==> config.mk <==
export PLATFORM = sky130hd
export DESIGN_NAME = traffic_light_monitor_flat
export DESIGN_NICKNAME = d
export VERILOG_FILES = /design/src/rtl/traffic_light_if.sv /design/src/rtl/traffic_light_monitor.sv /design/src/flat_wrapper.sv
export SDC_FILE = /design/constraint.sdc
export NUM_CORES = 1
export LEC_CHECK = 0
export CORE_MARGIN = 2
export CORE_UTILIZATION = 35
export DETAILED_ROUTE_END_ITERATION = 10
export GPL_TIMING_DRIVEN = 0
export PLACE_DENSITY = 0.58
export SETUP_SLACK_MARGIN = 0.3
export SYNTH_ARGS = -nofsm -noshare
export SYNTH_HDL_FRONTEND = slang
export SYNTH_SLANG_ARGS = --single-unit
==> constraint.sdc <==
create_clock -name clk -period 2.4 [get_ports clk]
set_clock_uncertainty 0.05 [all_clocks]
set_input_delay 0.48 -clock clk [delete_from_list [all_inputs] [get_ports clk]]
set_output_delay 0.48 -clock clk [all_outputs]
set_load 0.05 [all_outputs]
==> src/rtl/traffic_light_if.sv <==
// LED bus between the light sequencer (master) and any listener (slave).
//   lights : 16-bit LED pattern driven by the sequencer
interface traffic_light_if;
  logic [15:0] lights;

  modport master (output lights);
  modport slave  (input  lights);
endinterface

==> src/rtl/traffic_light_monitor.sv <==
// Independent checker for the traffic-light LED bus. Decodes the sampled
// pattern back to a phase and checks pattern legality, phase order and
// per-phase dwell time.
//   clk, rst_n  : clock, synchronous active-low reset
//   bus.lights  : LED pattern from the sequencer
//   clr_btn     : raw asynchronous fault-clear pushbutton
//   phase       : decoded current phase
//   locked      : tracking a legal sequence
//   fault       : sticky fault flag
//   fault_code  : cause of the first fault (1 illegal, 2 sequence, 3 short, 4 stuck)
//   rotations   : count of completed 3->0 wraps
module traffic_light_monitor #(
  parameter int unsigned MIN_DWELL = 32'd499_000_000,
  parameter int unsigned MAX_DWELL = 32'd501_000_000,
  parameter int unsigned CNT_W     = 32
) (
  input  logic                clk,
  input  logic                rst_n,
  traffic_light_if.slave      bus,
  input  logic                clr_btn,
  output logic [1:0]          phase,
  output logic                locked,
  output logic                fault,
  output logic [2:0]          fault_code,
  output logic [15:0]         rotations
);

  localparam logic [CNT_W-1:0] MIN_C    = CNT_W'(MIN_DWELL);
  localparam logic [CNT_W-1:0] MAX_C    = CNT_W'(MAX_DWELL);
  localparam logic [CNT_W-1:0] MAX_M1_C = CNT_W'(MAX_DWELL - 32'd1);
  localparam logic [CNT_W-1:0] ONE_C    = CNT_W'(1);

  localparam logic [2:0] FC_NONE    = 3'd0;
  localparam logic [2:0] FC_ILLEGAL = 3'd1;
  localparam logic [2:0] FC_SEQ     = 3'd2;
  localparam logic [2:0] FC_SHORT   = 3'd3;
  localparam logic [2:0] FC_STUCK   = 3'd4;

  typedef enum logic [1:0] {S_SYNC, S_TRACK, S_FAULT} state_t;
  typedef enum logic [1:0] {PAT_LEGAL, PAT_DARK, PAT_ILLEGAL} pat_t;

  state_t           state;
  logic [15:0]      lights_q;
  logic [CNT_W-1:0] dwell_cnt;
  logic             first_dwell;
  logic             clr_s1, clr_s2, clr_s3;
  logic             clr_pulse;

  pat_t             pat_kind;
  logic [1:0]       pat_phase;
  logic [2:0]       track_code;

  // Pattern decode from the registered bus sample
  always_comb begin
    pat_kind  = PAT_ILLEGAL;
    pat_phase = 2'd0;
    case (lights_q)
      16'hC0C0: begin pat_kind = PAT_LEGAL; pat_phase = 2'd0; end
      16'h2020: begin pat_kind = PAT_LEGAL; pat_phase = 2'd1; end
      16'h0E00: begin pat_kind = PAT_LEGAL; pat_phase = 2'd2; end
      16'h000E: begin pat_kind = PAT_LEGAL; pat_phase = 2'd3; end
      16'h0000: pat_kind = PAT_DARK;
      default:  pat_kind = PAT_ILLEGAL;
    endcase
  end

  // Violation check while tracking; the if-chain order gives priority 1>2>3>4.
  // Stuck fires on the edge where the counter would reach MAX_DWELL.
  always_comb begin
    track_code = FC_NONE;
    if (pat_kind != PAT_LEGAL) begin
      track_code = FC_ILLEGAL;
    end else if (pat_phase == phase) begin
      if (dwell_cnt >= MAX_M1_C) track_code = FC_STUCK;
    end else if (pat_phase != phase + 2'd1) begin
      track_code = FC_SEQ;
    end else if (!first_dwell && (dwell_cnt < MIN_C)) begin
      track_code = FC_SHORT;
    end
  end

  // Input capture, clear synchroniser and monitor FSM
  always_ff @(posedge clk) begin
    if (!rst_n) begin
      state       <= S_SYNC;
      lights_q    <= 16'h0000;
      dwell_cnt   <= '0;
      first_dwell <= 1'b1;
      clr_s1      <= 1'b0;
      clr_s2      <= 1'b0;
      clr_s3      <= 1'b0;
      clr_pulse   <= 1'b0;
      phase       <= 2'd0;
      locked      <= 1'b0;
      fault       <= 1'b0;
      fault_code  <= FC_NONE;
      rotations   <= 16'd0;
    end else begin
      lights_q  <= bus.lights;
      clr_s1    <= clr_btn;
      clr_s2    <= clr_s1;
      clr_s3    <= clr_s2;
      clr_pulse <= clr_s2 & ~clr_s3;

      case (state)
        S_SYNC: begin
          if (pat_kind == PAT_LEGAL) begin
            phase       <= pat_phase;
            locked      <= 1'b1;
            dwell_cnt   <= ONE_C;
            first_dwell <= 1'b1;
            state       <= S_TRACK;
          end
        end

        S_TRACK: begin
          if (track_code != FC_NONE) begin
            fault      <= 1'b1;
            fault_code <= track_code;
            locked     <= 1'b0;
            state      <= S_FAULT;
            if (track_code == FC_STUCK) dwell_cnt <= MAX_C;
          end else if (pat_phase == phase) begin
            if (dwell_cnt < MAX_C) dwell_cnt <= dwell_cnt + ONE_C;
          end else begin
            phase       <= pat_phase;
            dwell_cnt   <= ONE_C;
            first_dwell <= 1'b0;
            if (phase == 2'd3) rotations <= rotations + 16'd1;
          end
        end

        S_FAULT: begin
          if (clr_pulse) begin
            fault      <= 1'b0;
            fault_code <= FC_NONE;
            state      <= S_SYNC;
          end
        end

        default: state <= S_SYNC;
      endcase
    end
  end

endmodule

==> src/flat_wrapper.sv <==
// flat-port wrapper written by rule: the top's interface ports become plain ports
module traffic_light_monitor_flat 
#(
  parameter int unsigned MIN_DWELL = 32'd499_000_000,
  parameter int unsigned MAX_DWELL = 32'd501_000_000,
  parameter int unsigned CNT_W     = 32
)
  (clk, rst_n, clr_btn, phase, locked, fault, fault_code, rotations, bus_lights);
  traffic_light_if bus_i ();
  input  logic clk;
  input  logic rst_n;
  input  logic clr_btn;
  output logic [1:0] phase;
  output logic locked;
  output logic fault;
  output logic [2:0] fault_code;
  output logic [15:0] rotations;
  input wire logic [$bits(bus_i.lights)-1:0] bus_lights;
  assign bus_i.lights = bus_lights;
  traffic_light_monitor #(.MIN_DWELL(MIN_DWELL), .MAX_DWELL(MAX_DWELL), .CNT_W(CNT_W)) u_core (.clk(clk), .rst_n(rst_n), .bus(bus_i), .clr_btn(clr_btn), .phase(phase), .locked(locked), .fault(fault), .fault_code(fault_code), .rotations(rotations));
endmodule
# [Word-level counts from Yosys, hierarchy flattened]
# Index checks and enable logic that the tools add are counted.
[totals] reg_bits=78 input_bits=19 out_inout_bits=23 word_cells=89
[op_classes] add_sub_neg=3 order_cmp=3 eq_ne=17 muxes=33 n_bitwise=4 n_reduce_logical=16
[op_table] op="$mux 32" n=5
[op_table] op="$lt 32x29->1 const B" n=2
[op_table] op="$pmux 32 s2" n=1
[op_table] op="$add 32x1->32 const B" n=1
[op_table] op="$ge 32x29->1 const B" n=1
[op_table] op="$mux 3" n=6
[op_table] op="$add 16x1->16 const B" n=1
[op_table] op="$eq 16x12->1 const B" n=1
[op_table] op="$eq 16x14->1 const B" n=1
[op_table] op="$eq 16x16->1 const B" n=1
[op_table] op="$eq 16x4->1 const B" n=1
[op_table] op="$logic_not 16->1" n=1
[op_table] op="$mux 2" n=7
[op_table] op="$pmux 2 s3" n=2
[op_table] op="$reduce_and 4->1" n=3
[op_table] op="$reduce_and 3->1" n=3
[op_table] op="$pmux 2 s2" n=2
[op_table] op="$mux 1" n=6
[op_table] op="$ne 2x1->1 const B" n=3
[op_table] op="$pmux 1 s2" n=3
[op_table] op="$pmux 3 s2" n=1
[op_table] op="$reduce_bool 2->1" n=3
[op_table] op="$eq 2x2->1 const B" n=2
[op_table] op="$logic_not 2->1" n=2
[op_table] op="14 further kinds" n=17

# [Depth between registers and ports, before layout]
# Gate-level depths: netlist of the first run.
[logic_depth] depth_word=10 mapped_depth=10 depth_no_buf=8

# [Worst setup path after synthesis of the first run]
# No wires, ideal clock.
[synth_timing] path_kind="register to register" start="register u_core.lights_q[7]" end="register u_core.fault_code[1]" setup_ns=0.070 t_arrival_ns=2.523 required_time_ns=2.280 slack_ns=-0.243 path_stages_with_launch=8 n_path_buf=0 period_less_slack_ns=2.643 cell_sequence="dfxtp_1 or4_4 or2_1 or3_4 and4_4 a22o_4 or4b_1 a21oi_1"
[synth_via] elab_chain_len=9 word_cells_on_any_way=19 classes_between="7 x eq/ne; 7 x mux; 5 x reduce/logical"
[synth_rtl] element="start: declaration" line="traffic_light_monitor.sv:43" rtl="logic [15:0] lights_q;"
[synth_rtl] element="start signal: assignment" line="traffic_light_monitor.sv:99" rtl="lights_q <= bus.lights;"
[synth_rtl] element="$eq 16x4->1 (tied with other cells)" line="traffic_light_monitor.sv:57" rtl="case (lights_q)"
[synth_rtl] element="$pmux 2 s3" line="traffic_light_monitor.sv:57"
[synth_rtl] element="$ne 2x2->1" line="traffic_light_monitor.sv:75" rtl="end else if (pat_phase != phase + 2'd1) begin"
[synth_rtl] element="$mux 3" line="traffic_light_monitor.sv:75"
[synth_rtl] element="$mux 3" line="traffic_light_monitor.sv:73" rtl="end else if (pat_phase == phase) begin"
[synth_rtl] element="$mux 3 (*)" line="traffic_light_monitor.sv:71" rtl="if (pat_kind != PAT_LEGAL) begin"
[synth_rtl] element="$reduce_bool 3->1" line="traffic_light_monitor.sv:117" rtl="if (track_code != FC_NONE) begin"
[synth_rtl] element="$ne 2x1->1 (no line)"
[synth_rtl] element="$reduce_and 3->1 (no line)"
[synth_rtl] element="end signal: assignment" line="traffic_light_monitor.sv:119" rtl="fault_code <= track_code;"
[synth_rtl] element="end: declaration" line="traffic_light_monitor.sv:24" rtl="output logic [2:0] fault_code,"
# Mark *: on every way between the ends. The rest lies on a longest branch, timed or not. The select of a mux whose other input is x is not followed.
# A chain may end at the register's enable or synchronous reset.

# [Worst setup path in the final report of the first run]
[layout_timing] start="register u_core.lights_q[13]" end="register u_core.fault_code[1]"
# Same word-level chain as after synthesis.

==> metrics.txt, run 1 <==
status=finished, violations left; failing checks=negative setup slack; top_reg_cell synth=dfxtp_1; P per Cell Area=506.0 nW/um2; share of the synthesized area in the top cell type=38.22%; flop2flop setup slack=-0.38 ns; CTS buffer count=9; DR vias/cell=5.923; Initial Util=35.78%; IO Pins=42; Async S/R FF share, synth=0%; grt total ovfl=0; hold crit path type=reg2reg; Clk Latency, worst-skew pair=0.35 ns; Seq/Total Area, Yosys=38.22%; Synth Register Bits=78; CTS clk-pin slew, worst paths=0.06 ns; CP Launch Type=flip-flop; first-pass GRT wire length=21.62 mm; Slew Limit Fails=0; slowest stage delay, CP=0.56 ns; PortBufs=40; Post-Syn Area=4085 um2; DRC violations left=0; Overall Power=2.972 mW; Nets=601; Final Cycle Share=115.8%; vias in the first global route=4219; DR vias=4306; ANT cells=0; Slew headroom=40.73%; Synth cell types=57; DP Worst Slack=-0.8241 ns; Synth-to-Final Area Change=43.77%; worst reg2reg path startpoint=u_core.lights_q[13]; hold_buf cts=0; max cap viols=0; GP Congestion=0.9059; fin util=51.44%; DR pass1 iterations=5; Net Count, Synth=521; layout cells sized above 1=24.14%; initial drt markers=291; crit path to=u_core.fault_code[1]; data arrival time of the critical path=3.00 ns; Avg Cell Area, Syn=8.187 um2; Fill cells=1087; FP Rows=39; clk buf depth=2; core area=11420 um2; critical path peak fanout=5; Worst R2R End=u_core.fault_code[1]; RSZ-0062 raised after global routing=true; largest net degree at the start of global routing=16; crit path capture type=flip-flop; DP HPWL=8.666 mm; Critical path origin=u_core.lights_q[13]; Reg2Reg Depth=8; antenna violations before repair=0; Worst Tran Pin Value=0.8858 ns; Cells after Synth=499; Leak=2.249 nW; CP max stage cell=or4_4; GR Util All Layers=21.27%; hold path startpoint=u_core.clr_s3; Die Span X=112.0 um; die area=12550 um2; cell chain of the critical path=or4_4, or2_4, or3_4, nand4_1, buf_4, nand3_1, or4b_1, a21oi_1; Synth area leaders=dfxtp_1 (38%), nand3_1 (3.7%), o21ai_0 (3.7%); fmax=359.9 MHz; Post-synth EDFFs=0; CP required=2.62 ns; H-Tree Depth=3; cell accounting for the most synthesized area=dfxtp_1; Final Worst Setup Slack=-0.3787 ns; Routed WL=13.54 mm; Clock Sink Count=78; die height=112.0 um; root buf cell=clkbuf_16; CTS tree=yes; Hold Violations, Final=0; fin crit period=2.779 ns; Routed WL per cell=18.62 um; Final ANT Viol Nets=0; CP Class=reg2reg; final setup violation count=57; peak supply drop=0.4070 mV; YS warnings=0
kinds of logic after synthesis:
group | count (synthesis) | share of synthesized area [%]
compound gates | 135 | 21.65
xor+xnor | 1 | 0.2144
fa+ha+maj | 3 | 0.9189
buf+inv | 37 | 3.583
flops | 78 | 38.22
mux | 14 | 3.430
simple gates | 231 | 31.98
Yosys cell counts, drive strengths merged, types with 2 or more instances:
library cell	number
dfxtp	78
nand2	37
o21ai	32
nand3	30
clkbuf	27
a21oi	25
nor2	22
and2	21
nand4	19
nand2b	17
nor3	17
and3	15
a31oi	14
mux2i	14
or3	14
o211ai	10
or4	10
o21a	9
nor4	8
a211oi	7
and4	7
o31ai	7
buf	6
o22ai	6
inv	4
a21o	3
ha	3
nand4b	3
nor2b	3
o22a	3
or2	3
a211o	2
o2111ai	2
o21bai	2
o31a	2
routing by layer:
layer | GRT usage (%) | vias to the layer above | share of wire, %
met2 | 34.59 | 131 | 47
met1 | 28.25 | 2098 | 46
met3 | 3.672 | 25 | 5.2
met4 | 8.537 | 0 | 1.9
met5 | 0 | - | 0
li1 | - | 2052 | -
flip-flops by register name, summed over array words and instances (netlist names), 2 cells and up:
name	cells
u_core.dwell_cnt	32
u_core.fault_code	3
u_core.lights_q	16
u_core.phase	2
u_core.rotations	16
u_core.state	2
stage by stage:
| stage | hold slack (ns) | std cells | setup TNS (ns) | area (um2) |
|---|---|---|---|---|
| finish | 0.3304 | 727 | -13.10 | 5873 |
| global route | 0.3487 | 727 | -18.22 | 5873 |
| CTS | 0.3344 | 717 | -10.39 | 5513 |
| detailed placement | 0.3273 | 682 | -25.02 | 4706 |
| global placement | 0.3239 | 682 | -24.24 | 4706 |
| floorplan | 0.3174 | 499 | -2.410 | 4126 |
worst max-delay path: cells and delay by family, from the launching register on:
kind	cells	cell delay, ns
and+or+nand+nor	6	2.04
DFF	1	0.32
buffers and inverters	1	0.17
AOI/OAI and AO/OA	1	0.14
worst min-delay path by stage:
stage                  endpoint  slack [ns]  depth (start not counted)
2_1_floorplan  u_core.clr_pulse        0.32                          1
3_3_place_gp   u_core.clr_pulse        0.32                          1
4_1_cts        u_core.clr_pulse        0.33                          1
3_5_place_dp   u_core.clr_pulse        0.33                          1
5_1_grt        u_core.clr_pulse        0.35                          1
6_report       u_core.clr_pulse        0.33                          1
final cells by class:
cell class                      instances  area (um2)  area share, %
Sequential cell                        78        1565          26.65
Clock inverter                          7       105.1          1.790
Inverter                                4       15.01         0.2556
Tap cell                              143       178.9          3.046
Buffer                                 33       266.5          4.538
Timing Repair Buffer                   69       725.7          12.36
Clock buffer                            9       225.2          3.835
Multi-Input combinational cell        384        2791          47.53
placed cells by master, fill, tap and decap left out, drive strengths merged, types with 19 or more instances in the layout:
master / instances
a21oi: 25
and2: 21
buf: 38
clkbuf: 33
clkdlybuf4s50: 25
dfxtp: 78
nand2: 37
nand3: 30
nand4: 19
nor2: 22
o21ai: 32
what timing repair did:
action	CTS	global route
endpoints found under the setup margin	69	61
buffers inserted	15	6
pin swaps	24	30
gates cloned	4	4
resized for setup	97	70
power breakdown:
| part | switching, mW | internal (mW) |
|---|---|---|
| Clock | 0.605 | 0.926 |
| Sequential | 0.00966 | 1.31 |
| Combinational | 0.0599 | 0.0598 |
| Total | 0.674 | 2.30 |
No activity file was read; power rests on OpenSTA's default activity.
==> run 2: changes to the inputs <==
--- a/config.mk
+++ b/config.mk
@@ -6,10 +6,10 @@
 export NUM_CORES = 1
 export LEC_CHECK = 0
 export CORE_MARGIN = 2
-export CORE_UTILIZATION = 35
+export CORE_UTILIZATION = 30
 export DETAILED_ROUTE_END_ITERATION = 10
 export GPL_TIMING_DRIVEN = 0
-export PLACE_DENSITY = 0.58
+export PLACE_DENSITY = 0.5
 export SETUP_SLACK_MARGIN = 0.3
 export SYNTH_ARGS = -nofsm -noshare
 export SYNTH_HDL_FRONTEND = slang
==> constraint.sdc (replaced) <==
create_clock -name clk -period 3.4 [get_ports clk]
set_clock_uncertainty 0.05 [all_clocks]
set_input_delay 0.68 -clock clk [delete_from_list [all_inputs] [get_ports clk]]
set_output_delay 0.68 -clock clk [all_outputs]
set_load 0.05 [all_outputs]
==> metrics.txt, run 2 (synthesis gave the netlist of run 1 again) <==
P per Cell Area=398.5 nW/um2; Crit path max-delay family=simple AND/OR/NAND/NOR gates; critical path peak fanout=9; Critical path origin=u_core.lights_q[1]; DP Worst Slack=0.1890 ns; DRC violations left=0; die height=120.7 um; most frequent CP cell=or3_1; crit path capture type=flip-flop; worst reg2reg path startpoint=u_core.lights_q[1]; Final Cycle Share=86.81%; IO Pins=42; CTS buffer count=9; cell area after layout=5055 um2; PortBufs=40; RSZ-0062 raised after global routing=false; Slew headroom=41.74%; Reg2Reg Depth=8; Overall Power=2.014 mW; ANT cells=0; CTS clk-pin slew, worst paths=0.06 ns; Die Span X=120.7 um; Largest regs=u_core.dwell_cnt (32), u_core.lights_q (16), u_core.rotations (16); GP Congestion=0.8480; crit path to=u_core.dwell_cnt[5]; initial drt markers=230; fmax=338.8 MHz; vias in the first global route=3923; largest net degree at the start of global routing=16; CTS tree=yes; Worst Tran Pin Value=0.8707 ns; Leak=1.804 nW; hold crit path type=reg2reg; grt total ovfl=0; DR vias/cell=5.664; CP Class=reg2reg; CP Launch Type=flip-flop; cell chain of the critical path=or4_1, o22ai_2, a32o_2, nand2_1, or3_1, buf_2, or3_1, a31oi_1; Routed WL=12.77 mm; Routed WL per cell=17.44 um; core area=13300 um2; first-pass GRT wire length=20.22 mm; Synth-to-Final Area Change=23.74%; max cap viols=0; CP max stage cell=or4_1; FP Rows=42; DR vias=4146; peak supply drop=0.2832 mV; GR Util All Layers=17.68%; max reg flops=32; Clk Latency, worst-skew pair=0.34 ns; most common cell after layout, fill and taps aside=dfxtp_1; Most flops, register=u_core.dwell_cnt; critical path depth=8; flop2flop setup slack=0.45 ns; DP HPWL=8.946 mm; Slew Limit Fails=0; CP required=3.61 ns; Clock Sink Count=78; die area=14570 um2; area of placed instances=4706 um2; Initial Util=30.73%; Hold Violations, Final=0; clk buf depth=2; layout cells sized above 1=7.734%; slowest stage delay, CP=0.59 ns; Final ANT Viol Nets=0; setup TNS=0 ns; Worst R2R End=u_core.dwell_cnt[5]; antenna violations before repair=0; DR pass1 iterations=5; root buf cell=clkbuf_16; data arrival time of the critical path=3.16 ns; WP buf/inv=1; fin crit period=2.952 ns; Nets=573; status=finished clean; H-Tree Depth=3; Final Worst Setup Slack=0.4485 ns; most frequent cells in the layout=dfxtp_1 (78), clkdlybuf4s50_1 (40), nand2_1 (37); final setup violation count=0
==> run 2: cell count changes in the layout (fill, tap and decap cells not counted), sizes merged, moves of 3 or more <==
cell	change
clkbuf	+3
buf	-31
dlygate4sd2	-11
clkdlybuf4s50	+15
dlymetal6s2s	-4
==> run 2: layer usage <==
metal / global-route usage (%) / wire length, um / vias to the layer above
met5: 0 / 0 / -
met4: 6.395 / 286 / 0
met3: 4.764 / 752 / 23
met2: 27.72 / 5671 / 136
met1: 23.27 / 6055 / 1985
li1: - / - / 2002
==> run 2: layout make-up <==
class                      count  area [um2]
tap                          176       220.2
sequential                    78        1562
inverter                       4       15.01
buffer                        33       137.6
clock inverter                 7       80.08
clock buffer                   9       225.2
multi-input combinational    384        2407
fill                        1389        8240
timing repair buffer          41       407.9
==> run 2: power by group <==
| part | switching (mW) | total (mW) | leakage [nW] | internal (mW) |
|---|---|---|---|---|
| clock network | 0.429 | 1.01 | 0.143 | 0.578 |
| registers | 0.00679 | 0.932 | 0.633 | 0.925 |
| logic | 0.0388 | 0.0750 | 1.03 | 0.0361 |
| total | 0.474 | 2.01 | 1.80 | 1.54 |
==> run 2: per-stage QoR <==
step | instances | util (%) | hold WS [ns]
final | 732 | 38.02 | 0.3338
after global routing | 732 | 38.02 | 0.3502
after CTS | 731 | 37.73 | 0.3359
after detailed placement | 715 | 35.39 | 0.3259
after global placement | 715 | 35.39 | 0.3223
after floorplan | 499 | - | 0.3174
==> run 2: worst register-to-register path: stages (launching register included) <==
cell	delay [ns]
dfxtp_1	0.32
or4_1	0.59
o22ai_2	0.26
a32o_2	0.25
nand2_1	0.23
or3_1	0.46
buf_2	0.20
or3_1	0.36
a31oi_1	0.16
==> run 2: timing repair <==
item / in CTS / in global routing
setup endpoints to repair: 10 / 33
pin swaps: 0 / 1
hold buffers: 0 / 0
gates resized for setup: 1 / 17
setup buffers: 0 / 1
==> run 2: worst min-delay path by stage <==
stage             startpoint               end  slack, ns  depth (start not counted)
6_report       u_core.clr_s3  u_core.clr_pulse       0.33                          1
5_1_grt        u_core.clr_s3  u_core.clr_pulse       0.35                          1
3_5_place_dp   u_core.clr_s3  u_core.clr_pulse       0.33                          1
3_3_place_gp   u_core.clr_s3  u_core.clr_pulse       0.32                          1
2_1_floorplan  u_core.clr_s3  u_core.clr_pulse       0.32                          1
4_1_cts        u_core.clr_s3  u_core.clr_pulse       0.34                          1
==> run 3: changes to the inputs <==
--- a/config.mk
+++ b/config.mk
@@ -5,8 +5,10 @@
 export SDC_FILE = /design/constraint.sdc
 export NUM_CORES = 1
 export LEC_CHECK = 0
+export ABC_CLOCK_PERIOD_IN_PS = 3400
 export CORE_MARGIN = 2
 export CORE_UTILIZATION = 30
+export CTS_BUF_LIST = sky130_fd_sc_hd__clkbuf_8 sky130_fd_sc_hd__clkbuf_16
 export DETAILED_ROUTE_END_ITERATION = 10
 export GPL_TIMING_DRIVEN = 0
 export PLACE_DENSITY = 0.5
==> results of run 3 <==
The final DEF is identical to that of run 2; final timing and power are the same.
==> edit, RTL diff (flow settings as in run 1) <==
Add an input register stage for `clr_btn`, cleared by the reset; this delays it by one clock. The other inputs are not delayed to match.
--- a/src/rtl/traffic_light_monitor.sv
+++ b/src/rtl/traffic_light_monitor.sv
@@ -38,6 +38,16 @@
 
   typedef enum logic [1:0] {S_SYNC, S_TRACK, S_FAULT} state_t;
   typedef enum logic [1:0] {PAT_LEGAL, PAT_DARK, PAT_ILLEGAL} pat_t;
+
+  logic clr_btn_q;
+
+  always_ff @(posedge clk) begin
+    if (!rst_n) begin
+      clr_btn_q <= '0;
+    end else begin
+      clr_btn_q <= clr_btn;
+    end
+  end
 
   state_t           state;
   logic [15:0]      lights_q;
@@ -97,7 +107,7 @@
       rotations   <= 16'd0;
     end else begin
       lights_q  <= bus.lights;
-      clr_s1    <= clr_btn;
+      clr_s1    <= clr_btn_q;
       clr_s2    <= clr_s1;
       clr_s3    <= clr_s2;
       clr_pulse <= clr_s2 & ~clr_s3;
Function: changed (Yosys sat finds a counterexample within 10 cycles, from zero or initial values and one cycle with rst_n low).
==> edit against run 1 <==
- the run still ends with setup timing left
- wire length down 17%
- area after synthesis down 6.4%
- sequential cell count up 1
- total power down 16%
- design area down 7.4%
- worst setup slack worse by 0.097 ns
- critical path depth up 1
- critical path type unchanged
- critical endpoint is now u_core.fault_code[0]$_SDFFE_PN0P_
- highest routed layer unchanged
==> edit: results (changes against run 1) <==
- Setup TNS: -20.93 ns (was -13.10 ns)
- Max FO, Critical Path: 10 (was 5)
- First-pass GRT wire length: 18100 µm (was 21600 µm)
- FILL cells: 1019 (was 1087)
- Final HPWL DP: 7260 µm (was 8670 µm)
- Number of global-route vias before repair: 3682 (was 4219)
- Total GRT Usage: 19.6% (was 21.3%)
- Initial DRC Count: 198 (was 291)
- Setup ws final: -0.475 ns (was -0.379 ns)
- Slew headroom: 52.3% (was 40.7%)
- GPL Wtd Cong: 0.860 (was 0.906)
- Share of layout cells above drive strength 1: 25.7% (was 24.1%)
- Synth cell count leaders: 79 x dfxtp_1, 46 x nand2_1, 33 x a21oi_1, 33 x nor2_1, 26 x nand3_1 (was 78 x dfxtp_1, 37 x nand2_1, 30 x nand3_1, 30 x o21ai_0, 27 x clkbuf_1)
- Failing checks: setup timing (unchanged)
- Via count: 3789 (was 4306)
- Largest net degree at the start of global routing: 15 (was 16)
- Setup Viol. Count Final: 58 (was 57)
- CTS root buffer: clkbuf_8 (was clkbuf_16)
- Nets: 558 (was 601)
- Leak: 2.00 nW (was 2.25 nW)
- Outcome: finished with violations (unchanged)
- Seq/Total Area, Yosys: 41.4% (was 38.2%)
- Worst ir drop on vdd: 0.000308 V (was 0.000407 V)
- Slowest stage delay, CP: 0.56 ns (about the same)
- Dpl ws: -0.716 ns (was -0.824 ns)
- Syn_nets: 474 (was 521)
- Worst-path clk slew: 0.09 ns (was 0.06 ns)
- Worst Path Arrival: 3.10 ns (was 3.00 ns)
## edit: worst max-delay path: cells and delay by family, from the launching register on
| family | cells | cell delay (ns) |
|---|---|---|
| simple gates | 4 | 1.50 |
| compound gates | 4 | 0.73 |
| flops | 1 | 0.33 |
| buf+inv | 1 | 0.17 |
## edit: path summary, 6_finish.rpt
path | endpoint | from | cells past startpoint | slack, ns
max | u_core.fault_code[0]$_SDFFE_PN0P_ | u_core.lights_q[10]$_SDFF_PN0_ | 9 | -0.48
min | u_core.clr_pulse$_SDFF_PN0_ | u_core.clr_s3$_SDFF_PN0_ | 1 | 0.34
max reg2reg | u_core.fault_code[0]$_SDFFE_PN0P_ | u_core.lights_q[10]$_SDFF_PN0_ | 9 | -0.48
min reg2reg | u_core.clr_pulse$_SDFF_PN0_ | u_core.clr_s3$_SDFF_PN0_ | 1 | 0.34
## edit: through the flow
stage | hold WS [ns] | total power [mW] | cells | area [µm²]
3_3_place_gp | 0.324 | 1.46 | 633 | 4510
4_1_cts | 0.343 | 2.49 | 673 | 5250
3_5_place_dp | 0.329 | 1.47 | 633 | 4510
6_report | 0.338 | 2.49 | 681 | 5440
2_1_floorplan | 0.317 | 1.41 | 452 | 3930
5_1_grt | 0.359 | 2.56 | 681 | 5440
## edit: where the power goes
group	internal, mW	leakage, nW	switching (mW)
clock	0.487	0.0968	0.551
sequential	1.33	0.641	0.00903
combinational	0.0566	1.26	0.0563
## edit: cell families (layout without fill, tap and decap cells)
| logic type | Yosys count | count (layout) | share of synthesized area, % |
|---|---|---|---|
| buf+inv | 37 | 126 | 4.09 |
| fa+ha+maj | 3 | 3 | 0.982 |
| simple gates | 207 | 207 | 29.4 |
| xor+xnor | 14 | 14 | 3.21 |
| flops | 79 | 79 | 41.4 |
| mux | 2 | 2 | 0.524 |
| compound gates | 110 | 110 | 20.4 |
## edit: layer usage
metal / track usage [%] / up-vias / wire length [µm]
met4: 7.42 / 0 / 184
met3: 3.19 / 17 / 404
met1: 25.8 / 1845 / 5160
met5: 0 / - / 0
li1: - / 1841 / -
met2: 32.1 / 86 / 5540
## edit: final cells by class
class | instances | share of cell area [%]
multi-input cells | 336 | 46.0
flip-flops and latches | 79 | 29.1
repair buffers | 73 | 13.5
plain buffers | 23 | 3.61
well taps | 140 | 3.22
clock buffers | 10 | 2.35
clock inverters | 6 | 1.27
inverters | 14 | 0.966
## edit: what timing repair did
| action | 4_1_cts | 5_1_grt |
|---|---|---|
| setup buffers | 23 | 7 |
| setup endpoints to repair | 73 | 61 |
| pin swaps | 17 | 14 |
| hold endpoints to repair | 0 | 0 |
| gates cloned | 1 | 1 |
| gates resized for setup | 93 | 25 |
